--- src/rtl/serial_negation_unit.sv ---
// Digit-serial two's-complement negate / abs / ones-complement unit.
// Processes DIGIT bits per cycle, LSB first, with a registered carry between digits.
module serial_negation_unit #(
    parameter int unsigned WIDTH = 8,
    parameter int unsigned DIGIT = 2
) (
    input  logic             clk,
    input  logic             rst_n,
    input  logic             in_valid,
    output logic             in_ready,
    input  logic [WIDTH-1:0] a,
    input  logic [1:0]       mode,
    output logic             out_valid,
    input  logic             out_ready,
    output logic [WIDTH-1:0] result,
    output logic             ovf,
    output logic             zero
);
    localparam int unsigned NUM_DIGITS = WIDTH / DIGIT;
    localparam int unsigned CNT_W      = (NUM_DIGITS > 1) ? $clog2(NUM_DIGITS) : 1;
    localparam logic [CNT_W-1:0] LAST_CNT = CNT_W'(NUM_DIGITS - 1);
    localparam logic [WIDTH-1:0] MOST_NEG = {1'b1, {(WIDTH-1){1'b0}}};
    localparam logic [WIDTH-1:0] DIGIT_MASK = WIDTH'({DIGIT{1'b1}});

    localparam logic [1:0] MODE_PASS = 2'b00;
    localparam logic [1:0] MODE_NEG  = 2'b01;
    localparam logic [1:0] MODE_ABS  = 2'b10;
    localparam logic [1:0] MODE_ONES = 2'b11;

    typedef enum logic [1:0] {StIdle, StRun, StDone} state_e;

    state_e           state_q;
    logic [WIDTH-1:0] a_q;
    logic [1:0]       mode_q;
    logic             inv_q;
    logic             carry_q;
    logic [CNT_W-1:0] cnt_q;

    logic [31:0]      base;
    logic [DIGIT-1:0] slice_in;
    logic [DIGIT:0]   sum;
    logic [WIDTH-1:0] result_d;
    logic             ovf_d;

    assign in_ready = (state_q == StIdle);

    // Shift/mask slicing keeps the digit index free of part-select width issues.
    always_comb begin
        base     = 32'(cnt_q) * DIGIT;
        slice_in = DIGIT'(a_q >> base);
        sum      = {1'b0, slice_in ^ {DIGIT{inv_q}}} + {{DIGIT{1'b0}}, carry_q};
        result_d = (result & ~(DIGIT_MASK << base)) | (WIDTH'(sum[DIGIT-1:0]) << base);
        ovf_d    = ((mode_q == MODE_NEG) || (mode_q == MODE_ABS && a_q[WIDTH-1]))
                   && (a_q == MOST_NEG);
    end

    always_ff @(posedge clk) begin
        if (!rst_n) begin
            state_q   <= StIdle;
            a_q       <= '0;
            mode_q    <= MODE_PASS;
            inv_q     <= 1'b0;
            carry_q   <= 1'b0;
            cnt_q     <= '0;
            result    <= '0;
            ovf       <= 1'b0;
            zero      <= 1'b0;
            out_valid <= 1'b0;
        end else begin
            case (state_q)
                StIdle: begin
                    if (in_valid) begin
                        a_q     <= a;
                        mode_q  <= mode;
                        cnt_q   <= '0;
                        state_q <= StRun;
                        case (mode)
                            MODE_PASS: begin inv_q <= 1'b0;       carry_q <= 1'b0;       end
                            MODE_NEG:  begin inv_q <= 1'b1;       carry_q <= 1'b1;       end
                            MODE_ABS:  begin inv_q <= a[WIDTH-1]; carry_q <= a[WIDTH-1]; end
                            MODE_ONES: begin inv_q <= 1'b1;       carry_q <= 1'b0;       end
                            default:   begin inv_q <= 1'b0;       carry_q <= 1'b0;       end
                        endcase
                    end
                end
                StRun: begin
                    result  <= result_d;
                    carry_q <= sum[DIGIT];
                    cnt_q   <= cnt_q + CNT_W'(1);
                    if (cnt_q == LAST_CNT) begin
                        state_q   <= StDone;
                        out_valid <= 1'b1;
                        zero      <= (result_d == '0);
                        ovf       <= ovf_d;
                    end
                end
                StDone: begin
                    if (out_ready) begin
                        state_q   <= StIdle;
                        out_valid <= 1'b0;
                    end
                end
                default: state_q <= StIdle;
            endcase
        end
    end
endmodule

--- config.mk ---
export PLATFORM = sky130hd
export DESIGN_NAME = serial_negation_unit
export DESIGN_NICKNAME = d
export VERILOG_FILES = /design/src/rtl/serial_negation_unit.sv
export SDC_FILE = /design/constraint.sdc
export NUM_CORES = 1
export LEC_CHECK = 0
export CAP_MARGIN = 20
export CORE_UTILIZATION = 40
export CTS_CLUSTER_SIZE = 25
export DETAILED_ROUTE_END_ITERATION = 8
export PLACE_DENSITY = 0.65
export SETUP_SLACK_MARGIN = 0.4
export SYNTH_ARGS = -nofsm -noshare
export SYNTH_HDL_FRONTEND = slang
export SYNTH_SLANG_ARGS = --single-unit
--- constraint.sdc ---
create_clock -name clk -period 6.5 [get_ports clk]
set_input_delay 0.975 -clock clk [delete_from_list [all_inputs] [get_ports clk]]
set_output_delay 0.975 -clock clk [all_outputs]
set_load 0.05 [all_outputs]
Yosys cells after proc, flatten, opt, wreduce, memory -nomap -nowiden

Index checks and enable logic that the tools add are counted.

Add/sub/neg operators: 2
Equality and inequality tests: 12
Shift operators: 3
Muxes and demuxes: 13
Bitwise logic cells: 4
Reduce and logical (&&, ||, !) cells: 15

Operators with widths:

| kind                                                              | number |
|---|---|
| 2-bit == test, second input constant                              | 5 |
| 8-bit bitwise AND                                                 | 1 |
| 8-bit == test, second input constant                              | 1 |
| 8-bit logical NOT                                                 | 1 |
| 2-bit 2-to-1 mux                                                  | 4 |
| 8-bit NOT                                                         | 1 |
| 8-bit OR                                                          | 1 |
| 2-bit by 3-bit left shift with 8-bit output                       | 1 |
| 2-bit by 3-bit left shift with 8-bit output, first input constant | 1 |
| 8-bit by 3-bit >> shifter with 2-bit output                       | 1 |
| 2-bit by 1-bit == test with 1-bit output, second input constant   | 3 |
| 2-bit != test, second input constant                              | 3 |
| 1-bit case mux with 3 select lines                                | 2 |
| 2-bit case mux with 3 select lines                                | 1 |
| 2-bit AND reduction                                               | 3 |
| 3-bit AND reduction                                               | 2 |
| 2-bit logical NOT                                                 | 2 |
| 1-bit case mux with 2 select lines                                | 2 |
| 2-bit case mux with 2 select lines                                | 1 |
| 2-bit nonzero test                                                | 2 |
| 2-bit OR reduction                                                | 2 |
| 2-bit by 1-bit adder with 3-bit output                            | 1 |
| 1-bit 2-to-1 mux                                                  | 3 |
| 2-bit by 1-bit adder with 2-bit output, second input constant     | 1 |
| other kinds (3)                                                   | 4 |

Bits in registers: 27
Bits of input ports: 14
Word-level logic and storage cells: 59

Depth between registers and ports, before layout

Gate-level depths: netlist of run 1.

Depth after elaboration: 6
Mapped depth: 8
Gate-level depth less buffers: 7

Worst setup path before layout of run 1

Ideal clock, no wire load.

Path kind: register -> register
Start: register cnt_q[0]
End: register zero
Setup time: 0.087 ns
Data arrival time: 2.022 ns
Data required time: 6.413 ns
Path slack: 4.391 ns
Stages on the path, launching flop included: 8
Cells stage by stage: dfxtp_1 > mux4_2 > xor2_1 > ha_1 > ha_1 > nor2_1 > o211ai_1 > o31ai_1

Longest elaborated chain between the ends: 6
Elaborated cells on any way between the ends: 11
Those cells by class: add/sub: 1; eq/ne: 1; shift: 3; bitwise: 4; reduce/logical: 2

Ends and longest elaborated chain:

| item                                        | line | source |
|---|---|---|
| from (decl)                                 | 37   | `logic [CNT_W-1:0] cnt_q;` |
| from (signal assigned)                      | 89   | `cnt_q <= cnt_q + CNT_W'(1);` |
| 8-bit by 3-bit >> shifter with 2-bit output | 50   | `slice_in = DIGIT'(a_q >> base);` |
| 2-bit bitwise XOR                           | 51   | `sum = {1'b0, slice_in ^ {DIGIT{inv_q}}} + {{DIGIT{1'b0}}, carry_q};` |
| 2-bit by 1-bit adder with 3-bit output      | 51   |  |
| 2-bit by 3-bit left shift with 8-bit output | 52   | `result_d = (result & ~(DIGIT_MASK << base)) \| (WIDTH'(sum[DIGIT-1:0]) << base);` |
| 8-bit OR                                    | 52   |  |
| 8-bit logical NOT                           | 93   | `zero <= (result_d == '0);` |
| to (signal assigned)                        | 93   |  |
| to (decl)                                   | 17   | `output logic zero` |

Several ways; a longest one is shown, not always the timed one.
A chain may end at the register's enable or synchronous reset.

Final worst setup path of run 1

Start: register state_q[0]
End: output port in_ready

Longest elaborated chain between the ends: 1

Ends and longest elaborated chain:

| item                   | line | source |
|---|---|---|
| from (decl)            | 32   | `state_e state_q;` |
| from (signal assigned) | 59   | `state_q <= StIdle;` |
| from (signal assigned) | 76   | `state_q <= StRun;` |
| from (signal assigned) | 91   | `state_q <= StDone;` |
| 2-bit logical NOT      | 45   | `assign in_ready = (state_q == StIdle);` |
| to (decl)              | 10   | `output logic in_ready,` |

Every way passes these cells.

==> summary.md, run 1 <==
| Metric | Value |
|---|---|
| Synthesized area | 1244 um2 |
| Top-Level Pins | 26 |
| Fmax | 0.3677 GHz |
| Met3 Use GR | 2.455% |
| Status | complete, no violations |
| GP Congestion | 0.7775 |
| M1 GR Usage | 23.98% |
| Post-synth EDFFs | 0 |
| Area leader, netlist | dfxtp_1 |
| GR Util met2 | 27.57% |
| Power per cell area | 201.8 nW/um2 |
| Hold Slack | 0.4718 ns |
| Detail Placement HPWL | 1.897 mm |
| Worst clock skew | 0.01147 ns |
| CTS tree | built |
| FP Rows | 19 |
| First-pass GRT wire length | 4.450 mm |
| Post-Route WL | 2.668 mm |
| Worst setup EP type | primary output |
| Nets | 186 |
| Hold path cells | 2 |
| Mapped Cells | 142 |
| Mux share of post-synthesis cell area | 3.924% |
| Crit path DAT | 1.74 ns |
| Synth async-reset ratio | 0% |
| Initial antenna violation count | 0 |
| Final Max Slew Viols | 0 |
| Pre-Repair DR Iteration Count | 4 |
| Hold Fails Final Rpt | 0 |
| Post-route ant nets | 0 |
| Syn nets | 162 |
| CTS Root Cell | clkbuf_4 |
| Routed vias | 1088 |
| Register bit total from synthesis | 27 |
| CTS Hold Buffers Added | 0 |
| Leak | 0.5754 nW |
| Complex-gate fraction of the synthesized area | 16.60% |
| PortBufs | 25 |
| # setup viols final | 0 |
| FF-to-FF Start | cnt_q[0]$_SDFFE_PN0P_ |
| Largest family of logic cells by synthesized area | simple AND/OR/NAND/NOR gates |
| GRT Util Overall | 17.39% |
| Setup TNS | 0 ns |
| Detailed Route Iter0 Violations | 45 |
| Core area | 2853 um2 |
| Clock Tree Buf Depth | 2 |
| PostCTS Resize Cnt | 0 |
| Placed Cells | 191 |
| Layout Cells excl Fill | 196 |
| Top-area cell type share of the netlist area | 43.46% |
| GRT overflow | 0 |
| Later-pin clock latency in the skew report | 0.33 ns |
| Crit path kind | flop to primary output |
| Synth Area in XOR/XNOR | 2.113% |
| Routed WL per cell | 13.61 um |
| Synth warn | 0 |
| Ranking of synthesized cells by area | dfxtp_1 (43%), nand2_1 (7.5%), a21oi_1 (6.0%), ha_1 (6.0%), a32oi_1 (5.6%) |
| Post-Synth Simple-Gate Area | 24.45% |
| Type of the tightest min-delay check | flop to flop |
| # clock sinks | 27 |
| Peak supply drop | 0.0001044 V |
| FF-to-FF End | zero$_SDFFE_PN0P_ |
| Fin crit period | 2.720 ns |
| Max-cap violations | 0 |
| # DRC | 0 |
| Area delta synth->final | 23.24% |
| Req. time, crit path | 5.52 ns |
| Register-to-register path setup slack | 4.14 ns |
| Hold wc startpoint | ovf$_SDFFE_PN0P_ |
| Total power | 0.3093 mW |
| Antenna diode count | 0 |
| Die Ht | 57.76 um |
| Share of the cycle needed by the critical path after routing | 41.84% |
| Clock buffer count from CTS | 3 |
| H-tree depth | 1 |
| Reg2Reg Depth | 7 |
| Worst-Margin Slew | 0.7567 ns |
| Clock transition at path regs | 0.13 ns |
| Synth Area in Adders | 6.036% |
| Largest net degree at the start of global routing | 26 |
| Dominant synthesized flop cell | dfxtp_1 |
| Hold EP | ovf$_SDFFE_PN0P_ |
| Vias in the first global route | 966 |
| Average vias per placed instance | 5.551 |
| Worst rel slew slack | 49.50% |
| Setup repair bufs after CTS | 0 |
| Distinct cells, synth | 33 |
| Die W | 57.76 um |
| Avg Inst Size Synth | 8.758 um2 |
| Post-synthesis sequential area ratio | 43.46% |
| CP max FO | 15 |
| Starting Density | 43.60% |
| Die ar. | 3336 um2 |
| Layout Utilization | 53.73% |
| Layout cells sized above 1 | 3.636% |
| GRT busiest layer | met2 |
| Type of origin of the critical path | flop |
| RSZ-0062 raised after global routing | no |
==> flip-flops by register name (all words and copies together) (netlist names) <==
name and count:
cnt_q 2, inv_q 1, out_valid 1, carry_q 1, a_q 8, mode_q 2, zero 1, ovf 1
state_q 2, result 8
==> cells by family after synthesis <==
group,after synthesis
adder cells (fa/ha/maj),6
multiplexers,2
flip-flops,27
buffers and inverters,10
AO/OA/AOI/OAI,32
XOR/XNOR,3
AND/OR/NAND/NOR,62
==> cell type report <==
type,instances,area [um2]
repair buffers,26,255.2
clock buffers,4,26.28
fillers,279,1320
inverters,3,11.26
flip-flops and latches,27,540.5
well taps,31,38.79
multi-input cells,105,660.6
==> cell usage after synthesis, types with 2 or more instances <==
master and number:
nand3_1 2, a21oi_1 15, inv_1 3, a32oi_1 8, nand2b_1 2, and3b_1 2, xor2_1 3, buf_2 4
ha_1 6, o21ai_0 2, nor2_1 17, dfxtp_1 27, nand3b_1 4, nand2_1 25, nor2b_1 2, clkbuf_1 3
==> worst max path at each step <==
stage | start | endpoint | slack, ns | depth (start not counted)
after CTS | state_q[0]$_SDFFE_PN0P_ | in_ready | 3.77 | 2
after detailed placement | in_valid | carry_q$_SDFFE_PN0P_ | 3.56 | 4
final | state_q[0]$_SDFFE_PN0P_ | in_ready | 3.78 | 2
after floorplan | cnt_q[0]$_SDFFE_PN0P_ | zero$_SDFFE_PN0P_ | 4.39 | 7
after global routing | state_q[0]$_SDFFE_PN0P_ | in_ready | 3.64 | 2
after global placement | in_valid | carry_q$_SDFFE_PN0P_ | 3.62 | 4
==> metrics by stage <==
stage,instance area [um2],setup WS (ns)
after floorplan,1244,4.391
after global placement,1501,3.620
after detailed placement,1501,3.563
after CTS,1528,3.767
after global routing,1533,3.639
final,1533,3.780
==> report_power, final <==
part | internal, mW | switching [mW] | total (mW)
Sequential | 0.173 | 0.00806 | 0.181
Combinational | 0.0251 | 0.0307 | 0.0557
Clock | 0.0241 | 0.0488 | 0.0728
==> metal layers <==
metal / wire (um) / up-vias / share of wire (%)
li1: - / 550 / -
met1: 1377 / 504 / 52
met2: 1137 / 29 / 43
met3: 108 / 5 / 4.0
met4: 45 / 0 / 1.7
met5: 0 / - / 0
==> cell usage in the layout, fill, tap and decap left out, types with 2 or more instances in the layout <==
master,instances
dfxtp_1,27
nand2_1,25
clkdlybuf4s50_1,25
nor2_1,17
a21oi_1,15
a32oi_1,8
ha_1,6
nand3b_1,4
xor2_1,3
inv_1,3
clkbuf_4,3
nand2b_1,2
o21ai_0,2
and3b_1,2
nand3_1,2
nor2b_1,2
==> critical path: stages (launching register included) <==
cell and delay, ns:
dfxtp_1 0.48, nor2_1 0.14, clkdlybuf4s50_1 0.81
Note: power is estimated with default switching activity, not from simulation.
==> run 2, diff against run 1 <==
- PLACE_DENSITY: 0.65 -> 0.68
- clock period: 6.5 -> 2.45 ns (I/O delays scaled with it)
==> run 2 against run 1 <==
Compared with the run above:
- the flow now finishes with violations (design-rule violations)
- clock skew down 0.0085 ns
- sequential share of layout area down 0.96 points
- via count up 3.4%
- global-route usage up 1.4 points
- core utilization up 1.9 points
- register-to-register slack worse by 3.6 ns
- power rose to 2.7 times the previous value
==> summary.md, run 2 (same netlist as run 1, synthesis figures left out) <==
| Metric | Value |
|---|---|
| Status | complete, but fails checks |
| Failing checks | design-rule violations |
| Die ar. | 3336 um2 (unchanged) |
| Worst path max stage delay | 0.51 ns (-0.30 ns) |
| # DRC | 4 (+4) |
| Area delta synth->final | 27.57% |
| Worst setup EP type | flop |
| Delay-heaviest family, CP | multiplexers |
| Hold Fails Final Rpt | 0 (unchanged) |
| Top-Level Pins | 26 (unchanged) |
| Setup TNS | 0 ns (unchanged) |
| Leak | 0.5957 nW (+3.5%) |
| PortBufs | 25 (unchanged) |
| Layout Cells excl Fill | 200 (+2.0%) |
| First-pass GRT wire length | 4.926 mm (+11%) |
| # clock sinks | 27 (unchanged) |
| Clock Tree Buf Depth | 2 (unchanged) |
| Max-cap violations | 0 (unchanged) |
| Layout cells sized above 1 | 8.876% (+5.2 points) |
| Detail Placement HPWL | 2.059 mm (+8.6%) |
| Fmax | 0.5169 GHz |
| Worst-Margin Slew | 0.5121 ns (-0.2445 ns) |
| Crit path DAT | 2.19 ns (+0.45 ns) |
| Req. time, crit path | 2.70 ns (-2.82 ns) |
| CTS Hold Buffers Added | 0 (unchanged) |
| Worst clock skew | 0.003015 ns (-0.008453 ns) |
| Detailed Route Iter0 Violations | 67 (+49%) |
| Crit path buffers/inverters | 0 (-1) |
| Clock transition at path regs | 0.14 ns (about the same) |
| Type of the tightest min-delay check | flop to flop |
| Dpl cell area | 1525 um2 (+1.6%) |
| CTS tree | built |
| Nets | 190 (+2.2%) |
| Antenna diode count | 0 (unchanged) |
| Cell area after layout | 1587 um2 (+3.5%) |
| GRT overflow | 0 (unchanged) |
| Total power | 0.8357 mW (+170%) |
| Worst rel slew slack | 65.75% (+16 points) |
| Initial antenna violation count | 0 (unchanged) |
| Area of the multi-input gates | 678.2 um2 (+2.7%) |
| CP max FO | 5 (-10) |
| H-tree depth | 1 (unchanged) |
| Largest net degree at the start of global routing | 16 (-38%) |
| Vias in the first global route | 1072 (+11%) |
| CTS Root Cell | clkbuf_4 |
| Crit-path cells | mux4_2 -> xor2_1 -> ha_2 -> ha_4 -> nor2_2 -> o211ai_1 -> o31ai_1 |
| Clock buffer count from CTS | 3 (unchanged) |
| Final Max Slew Viols | 0 (unchanged) |
| Crit path kind | flop to flop |
| Placed Cells | 194 (+1.6%) |
| Fin crit period | 1.935 ns |
| FP Rows | 19 (unchanged) |
| Most common library cell in the layout ignoring fill and taps | dfxtp_1 |
| Core area | 2853 um2 (unchanged) |
| Post-Route WL | 2.889 mm (+8.3%) |
| Register area | 544.3 um2 (+0.69%) |
| Routed vias | 1125 (+3.4%) |
| Share of the cycle needed by the critical path after routing | 78.97% |
| GP Congestion | 0.8045 (+3.5%) |
| Peak supply drop | 0.0002828 V (+170%) |
| Top Registers | a_q (8), result (8) |
| Average vias per placed instance | 5.625 (+1.3%) |
| Die Ht | 57.76 um (unchanged) |
| Routed WL per cell | 14.45 um (+6.1%) |
| GRT Util Overall | 18.75% (+1.4 points) |
| Power per cell area | 526.8 nW/um2 (+160%) |
| Starting Density | 43.60% (unchanged) |
| Later-pin clock latency in the skew report | 0.32 ns (about the same) |
| Filler cells | 273 (-2.2%) |
| RSZ-0062 raised after global routing | yes |
| Most frequent cells in the layout | dfxtp_1 (26), nand2_1 (25), clkdlybuf4s50_1 (24) |
| Crit-path slowest cell | mux4_2 |
| Post-route ant nets | 0 (unchanged) |
| Die W | 57.76 um (unchanged) |
| Type of origin of the critical path | flop |
| # setup viols final | 0 (unchanged) |
| Layout Utilization | 55.61% (+1.9 points) |
| Pre-Repair DR Iteration Count | 7 (+3) |
## run 2: changes by cell type in the layout (fill, tap and decap cells not counted), sizes merged
cell           before  now
buf                 1    5
clkbuf              4    3
clkdlybuf4s50      25   24
clkinv              0    1
dlygate4sd2         0    1
## run 2: metal layers
layer,track usage [%],wire (um),vias up
met2,30.90,1404,40
li1,-,-,555
met3,3.571,167,4
met1,26.20,1290,526
met5,0,0,-
met4,3.061,26,0
## run 2: report_power, final
group	switching, mW	total (mW)	internal (mW)
combinational	0.0884	0.165	0.0764
clock	0.132	0.193	0.0613
sequential	0.0197	0.478	0.458
total	0.240	0.836	0.596
## run 2: final cells by class
class | count | share of cell area [%]
clock buffer | 3 | 1.420
clock inverter | 1 | 0.3155
inverter | 3 | 0.7098
multi-input combinational | 105 | 42.74
sequential | 27 | 34.31
tap | 31 | 2.445
timing repair buffer | 30 | 18.06
## run 2: path summary, 6_finish.rpt
kind	from	end	slack, ns	cells after the start
min reg2reg	ovf$_SDFFE_PN0P_	ovf$_SDFFE_PN0P_	0.47	2
max reg2reg	cnt_q[0]$_SDFFE_PN0P_	zero$_SDFFE_PN0P_	0.52	7
max	cnt_q[0]$_SDFFE_PN0P_	zero$_SDFFE_PN0P_	0.52	7
min	ovf$_SDFFE_PN0P_	ovf$_SDFFE_PN0P_	0.47	2
## run 2: what timing repair did
action | 4_1_cts | 5_1_grt
endpoints found under the setup margin | 6 | 2
setup buffers | 2 | 0
gates resized for setup | 2 | 3
pin swaps | 0 | 3
## run 2: per-stage QoR
step                      hold slack (ns)  setup WS (ns)
final                              0.4741         0.5154
after global routing               0.5110         0.3849
after CTS                          0.4749         0.3395
after detailed placement           0.4494         0.2833
after global placement             0.4464         0.3474
after floorplan                    0.4400         0.4312
## run 2: worst register-to-register path, cell delays in order, from the launching register on
cell	delay (ns)
dfxtp_4	0.39
mux4_2	0.51
xor2_1	0.16
ha_2	0.20
ha_4	0.24
nor2_2	0.08
o211ai_1	0.09
o31ai_1	0.19
